<file path="src/rtl/snl_pkg.sv">
// Shared definitions for the snakes-and-ladders turn engine and its
// neighbours (display, scoring): FSM states, square width, the "no winner"
// code and the snake/ladder table.
package snl_pkg;

    typedef enum logic [2:0] {
        IDLE,
        MOVE,
        JUMP,
        CHECK,
        WON
    } state_t;

    localparam int SQ_W = 7;
    localparam logic [3:0] NO_WINNER = 4'd0;

    // Six ladders followed by six snakes. No destination is also a source,
    // so a single lookup is always final.
    localparam int MAP_N = 12;
    localparam logic [SQ_W-1:0] MAP_SRC [MAP_N] = '{
        7'd4,  7'd9,  7'd28, 7'd40, 7'd63, 7'd71,
        7'd17, 7'd54, 7'd62, 7'd87, 7'd93, 7'd99
    };
    localparam logic [SQ_W-1:0] MAP_DST [MAP_N] = '{
        7'd14, 7'd31, 7'd84, 7'd59, 7'd81, 7'd91,
        7'd7,  7'd34, 7'd19, 7'd24, 7'd73, 7'd78
    };

endpackage

</file>
<file path="src/rtl/snl_board_map.sv">
// Combinational board lookup: returns the destination square of a snake or
// ladder starting on `square`, or `square` itself when there is none.
// Ports:
//   square  in  7 : square the token landed on
//   mapped  out 7 : square after the snake/ladder is applied
module snl_board_map
    import snl_pkg::*;
(
    input  logic [SQ_W-1:0] square,
    output logic [SQ_W-1:0] mapped
);

    logic [MAP_N-1:0] hit;

    generate
        for (genvar gi = 0; gi < MAP_N; gi++) begin : g_hit
            assign hit[gi] = (square == MAP_SRC[gi]);
        end
    endgenerate

    // Sources are unique, so at most one hit bit is set.
    always_comb begin
        mapped = square;
        for (int i = 0; i < MAP_N; i++) begin
            if (hit[i]) begin
                mapped = MAP_DST[i];
            end
        end
    end

endmodule

</file>
<file path="src/rtl/game_turn_engine.sv">
// Snakes-and-ladders turn engine. Accepts dice rolls over valid/ready, moves
// the current player, applies the board map, rotates turns (a six rolls
// again) and latches the first player landing exactly on BOARD_LAST.
// Ports:
//   clock          in  1  : rising-edge clock
//   reset          in  1  : asynchronous active-high reset
//   new_game       in  1  : synchronous restart, beats any handshake
//   roll_valid     in  1  : dice value offered
//   roll_value     in  3  : dice value (1..6 legal; 0/7 are consumed as no-ops)
//   roll_ready     out 1  : high only in IDLE
//   current_player out 2  : zero-based player whose turn it is
//   positions      out 28 : four 7-bit squares, player 0 in [6:0]
//   winner         out 4  : 0 = none, else winning index + 1
module game_turn_engine
    import snl_pkg::*;
#(
    parameter int NUM_PLAYERS = 4,
    parameter int BOARD_LAST  = 100
) (
    input  logic        clock,
    input  logic        reset,
    input  logic        new_game,
    input  logic        roll_valid,
    input  logic [2:0]  roll_value,
    output logic        roll_ready,
    output logic [1:0]  current_player,
    output logic [27:0] positions,
    output logic [3:0]  winner
);

    localparam logic [7:0] LAST8 = 8'(BOARD_LAST);

    state_t          state_reg, state_next;
    logic [2:0]      roll_reg, roll_next;
    logic [1:0]      player_reg, player_next;
    logic [3:0]      winner_reg, winner_next;
    logic [SQ_W-1:0] pos_reg  [4];
    logic [SQ_W-1:0] pos_next [4];
    logic [SQ_W-1:0] pos_init [4];

    logic [SQ_W-1:0] cur_pos;
    logic [SQ_W-1:0] mapped_pos;
    logic [7:0]      raw_pos;
    logic            roll_legal;

    generate
        for (genvar gi = 0; gi < 4; gi++) begin : g_pos
            // Seats beyond NUM_PLAYERS sit at 0 and are never written.
            assign pos_init[gi] = (gi < NUM_PLAYERS) ? 7'd1 : 7'd0;
            assign positions[gi*SQ_W +: SQ_W] = pos_reg[gi];
        end
    endgenerate

    assign cur_pos    = pos_reg[player_reg];
    assign raw_pos    = {1'b0, cur_pos} + {5'd0, roll_reg};
    assign roll_legal = (roll_reg != 3'd0) && (roll_reg != 3'd7);

    snl_board_map u_map (
        .square (cur_pos),
        .mapped (mapped_pos)
    );

    always_ff @(posedge clock or posedge reset) begin
        if (reset) begin
            state_reg  <= IDLE;
            roll_reg   <= 3'd0;
            player_reg <= 2'd0;
            winner_reg <= NO_WINNER;
            for (int i = 0; i < 4; i++) begin
                pos_reg[i] <= pos_init[i];
            end
        end else begin
            state_reg  <= state_next;
            roll_reg   <= roll_next;
            player_reg <= player_next;
            winner_reg <= winner_next;
            pos_reg    <= pos_next;
        end
    end

    always_comb begin
        state_next  = state_reg;
        roll_next   = roll_reg;
        player_next = player_reg;
        winner_next = winner_reg;
        pos_next    = pos_reg;

        if (new_game) begin
            state_next  = IDLE;
            player_next = 2'd0;
            winner_next = NO_WINNER;
            pos_next    = pos_init;
        end else begin
            case (state_reg)
                IDLE: begin
                    if (roll_valid) begin
                        roll_next  = roll_value;
                        state_next = MOVE;
                    end
                end
                MOVE: begin
                    if (!roll_legal) begin
                        state_next = CHECK;
                    end else begin
                        // Overshooting the last square leaves the token put.
                        if (raw_pos <= LAST8) begin
                            pos_next[player_reg] = raw_pos[SQ_W-1:0];
                        end
                        state_next = JUMP;
                    end
                end
                JUMP: begin
                    pos_next[player_reg] = mapped_pos;
                    state_next = CHECK;
                end
                CHECK: begin
                    if (roll_legal && (cur_pos == LAST8[SQ_W-1:0])) begin
                        winner_next = {2'b00, player_reg} + 4'd1;
                        state_next  = WON;
                    end else begin
                        if (roll_legal && (roll_reg != 3'd6)) begin
                            player_next = (player_reg == 2'(NUM_PLAYERS - 1)) ?
                                          2'd0 : player_reg + 2'd1;
                        end
                        state_next = IDLE;
                    end
                end
                WON: begin
                    state_next = WON;
                end
                default: begin
                    state_next = IDLE;
                end
            endcase
        end
    end

    assign roll_ready     = (state_reg == IDLE);
    assign current_player = player_reg;
    assign winner         = winner_reg;

endmodule

</file>
<file path="config.mk">
export PLATFORM = sky130hd
export DESIGN_NAME = game_turn_engine
export DESIGN_NICKNAME = d
export VERILOG_FILES = /design/src/rtl/snl_pkg.sv /design/src/rtl/snl_board_map.sv /design/src/rtl/game_turn_engine.sv
export SDC_FILE = /design/constraint.sdc
export NUM_CORES = 1
export LEC_CHECK = 0
export CAP_MARGIN = 20
export CORE_MARGIN = 2
export CORE_UTILIZATION = 54
export DETAILED_ROUTE_END_ITERATION = 16
export PLACE_DENSITY = 0.85
export SLEW_MARGIN = 20
export SYNTH_ARGS = -nofsm -noshare
export SYNTH_HDL_FRONTEND = slang
export SYNTH_SLANG_ARGS = --single-unit
</file>
<file path="constraint.sdc">
create_clock -name clock -period 4.7 [get_ports clock]
set_clock_uncertainty 0.2 [all_clocks]
set_input_delay 1.41 -clock clock [delete_from_list [all_inputs] [get_ports clock]]
set_output_delay 1.41 -clock clock [all_outputs]
set_load 0.01 [all_outputs]
</file>
==> run summary <==
Result of the run: finished clean
Maximum buffer depth of the clock tree: 2
Static Leak: 1.28 nW
CTS clock-pin slew for the worst setup and hold paths: 80 ps
Resized Gates After CTS: 0
Max reg flops: 28
Total DRC errors in the routed layout: 0
Worst slew margin relative to its limit: 53.6%
Critical Path Sink: positions[22]$_DFFE_PP0P_
Clock buffer count from CTS: 5
Number of levels in the clock H-tree: 2
Global-route wire length before repair: 10900 um
Area of the core: 0.00475 mm^2
Post-CTS Setup Inserts: 0
Finish-stage setup viols: 0
P&R area growth vs syn: 19.2%
Sum of negative setup slack: 0 ps
Number of storage elements in the synthesis netlist: 39
Overall track demand over capacity in global routing: 25.9%
Hold buffer count at cts: 0
Worst IR Drop VDD: 0.261 mV
Post-detailed-placement half-perimeter wirelength: 4820 um
Total Nets Final: 325
Worst path arrival time: 4120 ps
CTS tree: yes
Antenna violations before repair: 0
Post-detailed-routing wire length: 6590 um
Die outline area: 0.00553 mm^2
Total clock sinks: 39
Worst Reg2Reg Path Length in Cells: 9
Number of vias in the routed layout: 2251
Antenna violation net count after detailed routing: 0
Startpoint of the most critical setup path: current_player[0]$_DFFE_PP0P_
Slowest stage delay, CP: 710 ps
Root Buffer: sky130_fd_sc_hd__clkbuf_8
Shortest period the worst path allows: 4120 ps
Pin slew with the least headroom to its limit: 685 ps
Cells after Synth: 274
Number of unique standard cell types used by synthesis: 62
Capture point of the worst reg-to-reg path: positions[22]$_DFFE_PP0P_
CP Max Fanout: 13
Width of the chip: 74.4 um
Part of the power in registers: 34.0%
TritonRoute pass-1 iters: 4
Cell with the largest stage delay on the worst path: sky130_fd_sc_hd__mux4_2
Proportion of synthesized flip-flops having asynchronous set or reset: 100%
Count of yosys warnings during synthesis: 0
Power share of the combinational group: 47.1%
Post-Syn Nets: 289
Via-to-Cell Ratio: 5.96
CP Data Required Time: 4700 ps
Vertical extent of the die: 74.4 um
Type of element capturing the critical path: flop
Critical path depth in cells: 9
Number of top-level pins: 42
Worst hold slack after final layout: 320 ps
Worst hold-check path type: flop to flop
Largest net degree at the start of global routing: 40
Startpoint type of the worst setup path: flop
Vias in the first global route: 2162
Sequential share of the synthesized area: 36.7%
Final clock period utilization by the worst path: 87.6%
Reported net switching power: 0.000474 W
Sum of overflow across all layers after global routing: 0
MaxCap Viol Count: 0
Antenna cells: 0
Cell Pwr Density: 369 mW/mm^2
Count of pins over their slew limit: 0
Clock latency on the worst-skew pair: 290 ps
Internal power consumption: 0.000702 W
Primary FF master, synth: sky130_fd_sc_hd__dfrtp_1
WP buf/inv: 0
Number of fill cells: 373
Final weighted congestion in routability-driven placement: 0.927
Sw Ratio: 40.3%
Proportion of layout cells with a drive suffix above 1: 11.9%
Synthesized cell area: 0.00267 mm^2
Setup repair after global routing missed its margin: false
Count of routing violations after the opening detailed-route iteration: 284
Worst reg2reg startpoint: current_player[0]$_DFFE_PP0P_
Count of flip-flops with a built-in enable after synthesis: 0
Per-instance average area after synthesis: 9.76 um^2
Routed length per placed instance: 17.4 um
Power after layout: 0.00118 W
R2R setup slack: 580 ps
Max Clk Rate: 243 MHz
Series of cell instances along the critical path: mux4_2, ha_1, fa_1, nand4b_1, a2111oi_2, a21oi_1, a311o_1, nor2_2, mux2i_1
Largest delay contributor family on the critical path: multiplexers
Port buffer count: 40
Critical path class: flop to flop
Relative contribution of the clock network to total power: 18.9%
Final Hold Fails: 0
Starting density of the core: 56.2%
Floorplan row count: 25
-- area by class of cell --
type,instances,area [um^2],area share (%)
multi-input combinational,206,1560,48.8
sequential,39,981,30.8
timing repair buffer,44,430,13.5
tap,67,83.8,2.63
clock buffer,6,72.6,2.28
inverter,14,52.6,1.65
clock inverter,2,12.5,0.392
-- cell usage after synthesis, types with 2 or more instances --
cell | instances | area (um^2)
sky130_fd_sc_hd__a32o_1 | 2 | 20.0
sky130_fd_sc_hd__mux2_2 | 3 | 33.8
sky130_fd_sc_hd__and3_1 | 2 | 12.5
sky130_fd_sc_hd__buf_4 | 2 | 15.0
sky130_fd_sc_hd__ha_1 | 7 | 87.6
sky130_fd_sc_hd__clkbuf_1 | 5 | 18.8
sky130_fd_sc_hd__a21oi_1 | 15 | 75.1
sky130_fd_sc_hd__nand2b_1 | 6 | 37.5
sky130_fd_sc_hd__a211oi_1 | 4 | 30.0
sky130_fd_sc_hd__mux2i_1 | 22 | 220
sky130_fd_sc_hd__nand4b_1 | 2 | 17.5
sky130_fd_sc_hd__dfstp_2 | 4 | 105
sky130_fd_sc_hd__xor2_1 | 3 | 26.3
sky130_fd_sc_hd__nor2_2 | 4 | 25.0
sky130_fd_sc_hd__mux4_2 | 7 | 158
sky130_fd_sc_hd__a21o_1 | 3 | 22.5
sky130_fd_sc_hd__nand4_1 | 3 | 18.8
sky130_fd_sc_hd__dfrtp_1 | 35 | 876
sky130_fd_sc_hd__o21ai_0 | 3 | 15.0
sky130_fd_sc_hd__inv_1 | 13 | 48.8
sky130_fd_sc_hd__nor2_1 | 17 | 63.8
sky130_fd_sc_hd__o22ai_1 | 3 | 18.8
sky130_fd_sc_hd__nand3_1 | 7 | 35.0
sky130_fd_sc_hd__buf_2 | 5 | 25.0
sky130_fd_sc_hd__o211a_1 | 4 | 40.0
sky130_fd_sc_hd__nor2b_1 | 2 | 12.5
sky130_fd_sc_hd__xnor2_1 | 4 | 35.0
sky130_fd_sc_hd__or3_1 | 8 | 50.1
sky130_fd_sc_hd__nor3_1 | 8 | 40.0
sky130_fd_sc_hd__nand2_1 | 35 | 131
sky130_fd_sc_hd__buf_6 | 2 | 22.5
sky130_fd_sc_hd__o2bb2ai_1 | 4 | 35.0
-- worst min-delay path by stage --
stage	from	cells after the start	endpoint
after global placement	winner[0]$_DFFE_PP0P_	2	winner[0]$_DFFE_PP0P_
after floorplan	state_reg[2]$_DFFE_PP0P_	1	state_reg[1]$_DFFE_PP0P_
final	winner[0]$_DFFE_PP0P_	2	winner[0]$_DFFE_PP0P_
after global routing	winner[2]$_DFFE_PP0P_	2	winner[2]$_DFFE_PP0P_
after CTS	winner[0]$_DFFE_PP0P_	2	winner[0]$_DFFE_PP0P_
after detailed placement	winner[0]$_DFFE_PP0P_	2	winner[0]$_DFFE_PP0P_
-- power groups by stage --
| stage | clock network [W] | logic [W] | registers, W |
|---|---|---|---|
| finish | 0.000222 | 0.000554 | 0.000399 |
| global route | 0.000239 | 0.000608 | 0.000404 |
| CTS | 0.000228 | 0.000552 | 0.000399 |
| detailed placement | 0 | 0.000550 | 0.000404 |
| global placement | 0 | 0.000538 | 0.000404 |
| floorplan | 0 | 0.000421 | 0.000402 |
-- cell families after synthesis --
family / share of synthesized area, %
other: 0.140
AOI/OAI and AO/OA: 16.0
xor gates and xnor gates: 2.29
adders and majority gates: 4.02
DFF: 36.7
buffers and inverters: 5.15
muxes: 15.4
and+or+nand+nor: 20.4
-- worst register-to-register path, cell delays in order, from the launching register on --
cell	delay [ps]
sky130_fd_sc_hd__dfrtp_1	540
sky130_fd_sc_hd__mux4_2	710
sky130_fd_sc_hd__ha_1	270
sky130_fd_sc_hd__fa_1	470
sky130_fd_sc_hd__nand4b_1	230
sky130_fd_sc_hd__a2111oi_2	320
sky130_fd_sc_hd__a21oi_1	80
sky130_fd_sc_hd__a311o_1	490
sky130_fd_sc_hd__nor2_2	470
sky130_fd_sc_hd__mux2i_1	260
-- metrics by stage --
| stage | utilization (%) | worst slack, ps | cells | cell area [um^2] |
|---|---|---|---|---|
| after floorplan | - | 885 | 274 | 2670 |
| after global placement | 65.3 | 760 | 370 | 3100 |
| after detailed placement | 65.3 | 609 | 370 | 3100 |
| after CTS | 67.1 | 566 | 378 | 3190 |
| after global routing | 67.1 | 333 | 378 | 3190 |
| final | 67.1 | 581 | 378 | 3190 |
-- per-layer routing --
layer  routed length [um]  GRT usage [%]  vias up
met2                 3180           40.5       80
met1                 2960           37.9     1092
met3                  372           4.07        8
met5                    0              0        -
li1                     -              -     1071
met4                   73           6.55        0
-- cell usage in the layout, fill, tap and decap left out, types with 4 or more instances in the layout --
cell                              instances
sky130_fd_sc_hd__o2bb2ai_1                4
sky130_fd_sc_hd__nor2_1                  17
sky130_fd_sc_hd__nand3_1                  7
sky130_fd_sc_hd__xnor2_1                  4
sky130_fd_sc_hd__o211a_1                  4
sky130_fd_sc_hd__ha_1                     7
sky130_fd_sc_hd__nand2b_1                 6
sky130_fd_sc_hd__dfrtp_1                 35
sky130_fd_sc_hd__mux2i_1                 22
sky130_fd_sc_hd__inv_1                   13
sky130_fd_sc_hd__nand2_1                 35
sky130_fd_sc_hd__a211oi_1                 4
sky130_fd_sc_hd__dfstp_2                  4
sky130_fd_sc_hd__buf_4                    4
sky130_fd_sc_hd__or3_1                    8
sky130_fd_sc_hd__a21oi_1                 15
sky130_fd_sc_hd__mux4_2                   7
sky130_fd_sc_hd__nor2_2                   4
sky130_fd_sc_hd__clkbuf_8                 5
sky130_fd_sc_hd__nor3_1                   8
sky130_fd_sc_hd__clkdlybuf4s50_1         40
Power figures use the tool's default switching activity.
